<file path="config.mk">
export PLATFORM = sky130hd
export DESIGN_NAME = switch_bounce_gen
export DESIGN_NICKNAME = d
export VERILOG_FILES = /design/src/rtl/switch_bounce_gen.sv
export SDC_FILE = /design/constraint.sdc
export NUM_CORES = 1
export LEC_CHECK = 0
export BUFFER_PORTS_ARGS = -buffer_cell sky130_fd_sc_hd__buf_2
export CAP_MARGIN = 20
export CORE_MARGIN = 10
export CORE_UTILIZATION = 30
export DETAILED_ROUTE_END_ITERATION = 8
export GPL_TIMING_DRIVEN = 0
export SETUP_SLACK_MARGIN = 0.02
export SYNTH_ARGS = -nofsm -noshare
export SYNTH_HDL_FRONTEND = slang
export SYNTH_SLANG_ARGS = --single-unit
</file>
<file path="constraint.sdc">
create_clock -name i_clk -period 5.15 [get_ports i_clk]
set_clock_uncertainty 0.2 [all_clocks]
set_input_delay 0.515 -clock i_clk [delete_from_list [all_inputs] [get_ports i_clk]]
set_output_delay 0.515 -clock i_clk [all_outputs]
set_load 0.05 [all_outputs]
</file>
<file path="src/rtl/switch_bounce_gen.sv">
`default_nettype none
// ============================================================================
//  Module   : switch_bounce_gen
//  Purpose  : Turns a clean switch level into a contact-bounce waveform
//             (first edge, LFSR-timed chatter, settled level).
//  Revision : 1.0
// ============================================================================
module switch_bounce_gen #(
    parameter int          p_CNT_WIDTH  = 3,
    parameter int          p_GAP_WIDTH  = 4,
    parameter logic [15:0] p_SEED       = 16'hACE1,
    parameter logic        p_INIT_VALUE = 1'b0
) (
    input  logic                   i_clk,
    input  logic                   i_rst,
    input  logic                   i_enable,
    input  logic                   i_clean,
    input  logic [p_CNT_WIDTH-1:0] iv_bounces,
    output logic                   o_bouncy,
    output logic                   o_busy,
    output logic                   o_done
);

    localparam logic [15:0] c_SEED = (p_SEED == 16'h0000) ? 16'h0001 : p_SEED;
    localparam int c_TW = p_CNT_WIDTH + 1;
    localparam int c_GW = p_GAP_WIDTH + 1;
    localparam logic [p_GAP_WIDTH-1:0] c_SETTLE = '1;

    typedef enum logic [1:0] {
        S_IDLE   = 2'd0,
        S_BOUNCE = 2'd1,
        S_SETTLE = 2'd2
    } state_t;

    state_t                 state_q,   state_d;
    logic [15:0]            lfsr_q,    lfsr_d;
    logic                   bouncy_q,  bouncy_d;
    logic                   level_q,   level_d;
    logic                   done_q,    done_d;
    logic [c_TW-1:0]        toggles_q, toggles_d;
    logic [c_GW-1:0]        gap_q,     gap_d;
    logic [p_GAP_WIDTH-1:0] settle_q,  settle_d;

    logic                   w_fb;
    logic [c_GW-1:0]        w_gap;

    // Fibonacci LFSR x^16+x^14+x^13+x^11+1, right-shifting form.
    assign w_fb   = lfsr_q[0] ^ lfsr_q[2] ^ lfsr_q[3] ^ lfsr_q[5];
    assign lfsr_d = {w_fb, lfsr_q[15:1]};
    assign w_gap  = {1'b0, lfsr_q[p_GAP_WIDTH-1:0]} + c_GW'(1);

    always_ff @(posedge i_clk or posedge i_rst) begin
        if (i_rst) begin
            state_q   <= S_IDLE;
            lfsr_q    <= c_SEED;
            bouncy_q  <= p_INIT_VALUE;
            level_q   <= p_INIT_VALUE;
            done_q    <= 1'b0;
            toggles_q <= '0;
            gap_q     <= '0;
            settle_q  <= '0;
        end else begin
            state_q   <= state_d;
            lfsr_q    <= lfsr_d;
            bouncy_q  <= bouncy_d;
            level_q   <= level_d;
            done_q    <= done_d;
            toggles_q <= toggles_d;
            gap_q     <= gap_d;
            settle_q  <= settle_d;
        end
    end

    always_comb begin
        state_d   = state_q;
        bouncy_d  = bouncy_q;
        level_d   = level_q;
        done_d    = 1'b0;
        toggles_d = toggles_q;
        gap_d     = gap_q;
        settle_d  = settle_q;
        case (state_q)
            S_IDLE: begin
                if (i_clean != level_q) begin
                    bouncy_d = i_clean;
                    level_d  = i_clean;
                    if (!i_enable || (iv_bounces == '0)) begin
                        done_d = 1'b1;
                    end else begin
                        toggles_d = {iv_bounces, 1'b0};
                        gap_d     = w_gap;
                        state_d   = S_BOUNCE;
                    end
                end
            end
            S_BOUNCE: begin
                if (!i_enable) begin
                    bouncy_d = level_q;
                    done_d   = 1'b1;
                    state_d  = S_IDLE;
                end else if (gap_q > c_GW'(1)) begin
                    gap_d = gap_q - c_GW'(1);
                end else begin
                    // Even toggle count, so the last toggle lands back on level_q.
                    bouncy_d  = ~bouncy_q;
                    toggles_d = toggles_q - c_TW'(1);
                    gap_d     = w_gap;
                    if (toggles_q == c_TW'(1)) begin
                        settle_d = c_SETTLE;
                        state_d  = S_SETTLE;
                    end
                end
            end
            S_SETTLE: begin
                if (settle_q == '0) begin
                    done_d  = 1'b1;
                    state_d = S_IDLE;
                end else begin
                    settle_d = settle_q - p_GAP_WIDTH'(1);
                end
            end
            default: state_d = S_IDLE;
        endcase
    end

    assign o_bouncy = bouncy_q;
    assign o_done   = done_q;
    assign o_busy   = (state_q != S_IDLE);

endmodule
`default_nettype wire
</file>
==> impl_metrics.ini, run 1 <==
[outcome]
status = finished clean

[detailed_routing]
vias_per_cell = 4.53
drt_wl_total_um = 2900
drc_errors = 0
via_count = 1046
dr.pass1.iters = 4
ant_nets = 0
drtIter0Drc = 43
wl_per_cell_um = 12.6

[clocking]
cts-root-buf = clkbuf_8
clkLatencyLatePin_ps = 280
numCtsBuffers = 5
htree_levels = 2
hold_buffers = 0
clock-sinks = 34
clk_pin_slew_ps = 70
cts_tree = yes
cts_setup_buffers = 0
clockBufferDepth = 2
ctsResizeCount = 0

[placement]
gp_congestion = 0.775
port_buffers = 9
placed_cells = 223
post-dp-hpwl_um = 2110
placed_area_mm2 = 0.00176
place_ws_ps = 3140

[synthesis]
synth_seq_cells = 34
syn_nets = 156
syn_area_mm2 = 0.00160
syn_inst = 143
synth.avg_cell_area_um2 = 11.2
yosysWarnings = 0
ys_seq_area_share_pct = 53.9
synth.distinct_cells = 43

[setup_path]
path_cells = buf_2, or2_2, buf_2
worstPathRequired_ps = 4430
crit_arrival_ps = 1390
reg2reg_setup_slack_ps = 3250
cp_common_cell = buf_2
crit_type = register to output port
worstPathMaxFanout = 10
critPathCaptureType = output port
slowest_delay_ps = 380
slowest_stage = dfrtp_1
start_kind = register

[floorplanning]
dieArea_mm2 = 0.00865
io_pins = 10
die_h_um = 93.0
start_util_pct = 31.1
num_rows = 26
core_area_mm2 = 0.00514
die_w_um = 93.0

[pwr]
power_density_mw_per_mm2 = 489
total_power_uw = 927
p_leak_nw = 0.846
peakVddDrop_uv = 211

[finish]
fill_cells = 537
n_antenna_cell = 0
layout_commonest_cell = dfrtp_1
nets = 173
regArea_um2 = 861
fin_util_pct = 36.9
area_growth_syn_to_layout_pct = 18.6
drive_above_1_share_pct = 22.4
layout_common_cells = dfrtp_1, buf_2, a21oi_1, inv_1, dfstp_2
multi_input_area_um2 = 679
fin_area_mm2 = 0.00190
fin_cells = 231

[timing]
rsz0062_at_grt = false
setup_tns_ps = 0
min_period_ps = 2110
hold_viol_final = 0
tightest_slew_ps = 527
min_period_over_period_pct = 40.9
fmax_ghz = 0.475
slew_violations = 0
worst_slack_ps = 3040
relSlewSlack_pct = 64.8
setup_viol = 0
fin_hold_ws_ps = 38.9

[global_route]
grt_max_degree = 25
gr-usage-all-layers_pct = 7.32
grt_pass1_wl_um = 5040
grt_antenna_before_repair = 0
grt_pass1_vias = 1045
grt_overflow_total = 0

[job]
maxCapViolCount = 0

[min_path]
hold_class = primary input to asynchronous set/reset pin
-- cell type report --
class	count	area share, %
flip-flops and latches	34	45.4
multi-input cells	96	35.8
well taps	70	4.62
repair buffers	10	3.83
clock buffers	5	3.63
clock inverters	3	3.63
inverters	10	1.98
plain buffers	3	1.06
-- kinds of logic after synthesis --
kind of cell / after synthesis / share of synthesized area (%)
compound gates: 39 / 17.0
xor+xnor: 8 / 4.39
fa+ha+maj: 6 / 4.70
buf+inv: 13 / 3.60
flops: 34 / 53.9
mux: 5 / 3.21
simple gates: 38 / 13.2
-- worst paths after layout --
| check | depth (start not counted) | from | endpoint |
|---|---|---|---|
| max in group asynchronous | 3 | i_rst | lfsr_q[0]$_DFF_PP1_ |
| max | 3 | state_q[0]$_DFFE_PP0P_ | o_busy |
| min in group i_clk | 0 | lfsr_q[4]$_DFF_PP0_ | lfsr_q[3]$_DFF_PP0_ |
| min | 2 | i_rst | state_q[1]$_DFFE_PP0P_ |
| min reg2reg | 0 | lfsr_q[4]$_DFF_PP0_ | lfsr_q[3]$_DFF_PP0_ |
| max reg2reg | 4 | gap_q[2]$_DFFE_PP0P_ | toggles_q[0]$_DFFE_PP0P_ |
-- sequential cells by signal, indices dropped and copies added (netlist names) --
register   cells
lfsr_q        16
gap_q          5
settle_q       4
toggles_q      4
state_q        2
level_q        1
o_bouncy       1
o_done         1
-- metal layers --
metal | vias to the layer above | track usage [%] | wire length [um]
met5 | - | 0 | 0
met4 | 0 | 3.60 | 46
met3 | 6 | 3.04 | 115
met2 | 12 | 10.7 | 1300
met1 | 490 | 9.06 | 1450
li1 | 538 | - | -
-- worst max-delay path, delay by kind of cell (launching register included) --
kind / cells / cell delay (ps)
buffers and inverters: 2 / 400
DFF: 1 / 380
and+or+nand+nor: 1 / 320
-- power breakdown --
group | switching (mW) | internal (mW)
sequential | 0.0474 | 0.317
clock | 0.100 | 0.194
combinational | 0.154 | 0.115
total | 0.301 | 0.625
-- synth_stat cells, drive strengths merged --
master	count	area, um^2
nand4	1	6.26
or2	1	6.26
o21a	3	22.5
nor2b	3	18.8
nor3	4	20.0
mux2i	4	40.0
clkbuf	1	3.75
inv	10	37.5
a2bb2oi	3	26.3
o21ai	7	35.0
o22ai	2	12.5
o22a	2	17.5
and3	2	12.5
nand2b	1	6.26
or4	1	7.51
xor2	3	26.3
a21boi	1	18.8
dfrtp	26	651
nor2	6	22.5
nor4bb	1	10.0
o31ai	1	7.51
buf	2	16.3
nand3	5	25.0
nor3b	2	15.0
and2	1	6.26
or3	3	23.8
a21oi	11	58.8
o211ai	2	20.0
xnor2	5	43.8
a31oi	1	6.26
ha	6	75.1
mux2	1	11.3
a211oi	3	22.5
nand2	6	22.5
a21o	1	8.76
o21bai	2	15.0
dfstp	8	210
and2b	1	8.76
(Power assumes the default switching activity.)
==> run 2, diff against run 1 <==
clock period = 2.1 ns   (was 5.15 ns; I/O delays follow)
==> run 2 against run 1 <==
Net effect:
- hold slack better by 3.4 ps
- cell count is 0.87% higher
- setup slack worse by 2800 ps
==> impl_metrics.ini, run 2 (same netlist as run 1, synthesis figures left out) <==
[detailed_routing]
wl_per_cell_um = 12.5
ant_nets = 0
dr.pass1.iters = 4
drc_errors = 0
via_count = 1055
drtIter0Drc = 46
vias_per_cell = 4.53
drt_wl_total_um = 2920

[finish]
fin_util_pct = 37.3
fin_area_mm2 = 0.00192
layout_commonest_cell = dfrtp_1
reg.largest.list = lfsr_q x16, gap_q x5
layout_common_cells = dfrtp_1, buf_2, a21oi_1, inv_1, dfstp_2
largest_register_ffs = 16
top_register = lfsr_q
n_antenna_cell = 0
drive_above_1_share_pct = 22.1
fin_cells = 233
nets = 175
area_growth_syn_to_layout_pct = 19.9

[timing]
worst_slack_ps = 199
hold_viol_final = 0
fmax_ghz = 0.526
slew_violations = 0
min_period_over_period_pct = 90.5
rsz0062_at_grt = false
min_period_ps = 1900
tightest_slew_ps = 524
setup_tns_ps = 0
relSlewSlack_pct = 65.0
fin_hold_ws_ps = 42.2
setup_viol = 0

[job]
maxCapViolCount = 0

[pwr]
seqPwrFrac_pct = 39.3
power_density_mw_per_mm2 = 1190
p_leak_nw = 0.854
p_comb_share_pct = 29.0
total_power_mw = 2.28
p_sw_uw = 740
clock_power_share_pct = 31.7
swShare_pct = 32.5
p_int_mw = 1.54
peakVddDrop_uv = 518

[placement]
place_ws_ps = 212
placed_area_mm2 = 0.00176
placed_cells = 223
post-dp-hpwl_um = 2110
gp_congestion = 0.775
port_buffers = 9

[floorplanning]
die_h_um = 93.0
start_util_pct = 31.1
dieArea_mm2 = 0.00865
core_area_mm2 = 0.00514
num_rows = 26
die_w_um = 93.0
io_pins = 10

[clocking]
clock-sinks = 34
clockBufferDepth = 2
numCtsBuffers = 5
cts-root-buf = clkbuf_8
htree_levels = 2
cts_tree = yes
clkLatencyLatePin_ps = 280
clk_pin_slew_ps = 70
ctsResizeCount = 0

[setup_path]
critical_path_buf_inv_count = 0
crit_type = register to register
critPathCaptureType = register
slowest_stage = nor3_1
cp_top_family = simple AND/OR/NAND/NOR gates
worstPathRequired_ps = 2110
worstPathMaxFanout = 5
slowest_delay_ps = 460
crit_arrival_ps = 1910
path_cells = nor3_1, nand3_1, a21boi_4, mux2i_1
start_kind = register

[outcome]
status = finished clean

[global_route]
grt_overflow_total = 0
grt_max_degree = 25
grt_pass1_wl_um = 5060
gr-usage-all-layers_pct = 7.34
grt_antenna_before_repair = 0
grt_pass1_vias = 1054

[min_path]
hold_class = primary input to register
[run 2: what timing repair did]
action / 4_1_cts / 5_1_grt
hold endpoints to repair: 10 / 0
endpoints found under the setup margin: 0 / 0
setup buffers: 0 / 0
hold buffers: 2 / 0
[run 2: routing by layer]
layer	wire, um	part of all wire (%)	track usage, %	up-vias
met1	1440	49	9.06	495
met4	46	1.6	3.60	0
met5	0	0	0	-
met2	1310	45	10.7	12
li1	-	-	-	542
met3	127	4.4	3.12	6
[run 2: power groups by stage]
stage | clock [mW] | sequential (mW) | combinational (mW)
6_report | 0.721 | 0.894 | 0.661
5_1_grt | 0.775 | 0.910 | 0.747
4_1_cts | 0.735 | 0.892 | 0.669
3_5_place_dp | 0 | 0.903 | 0.661
3_3_place_gp | 0 | 0.902 | 0.646
2_1_floorplan | 0 | 0.916 | 0.496
[run 2: worst paths after layout]
path | start | endpoint | slack [ps] | cells after the start
worst max-delay path | gap_q[2]$_DFFE_PP0P_ | toggles_q[0]$_DFFE_PP0P_ | 200 | 4
worst min-delay path | i_clean | level_q$_DFFE_PP0P_ | 40 | 2
worst max register to register | gap_q[2]$_DFFE_PP0P_ | toggles_q[0]$_DFFE_PP0P_ | 200 | 4
worst min register to register | lfsr_q[4]$_DFF_PP0_ | lfsr_q[3]$_DFF_PP0_ | 150 | 0
max in group asynchronous | i_rst | lfsr_q[0]$_DFF_PP1_ | 850 | 4
min in group asynchronous | i_rst | state_q[1]$_DFFE_PP0P_ | 290 | 3
[run 2: cell type report]
class,instances,area [um^2]
Clock buffer,5,68.8
Tap cell,70,87.6
Fill cell,535,3220
Timing Repair Buffer,12,92.6
Buffer,3,20.0
Clock inverter,3,68.8
Inverter,10,37.5
Sequential cell,34,861
Multi-Input combinational cell,96,679
[run 2: worst register-to-register path: cells and delay by family, from the launching register on]
kind | cells | cell delay (ps)
mux | 1 | 210
simple gates | 2 | 730
compound gates | 1 | 260
flops | 1 | 430
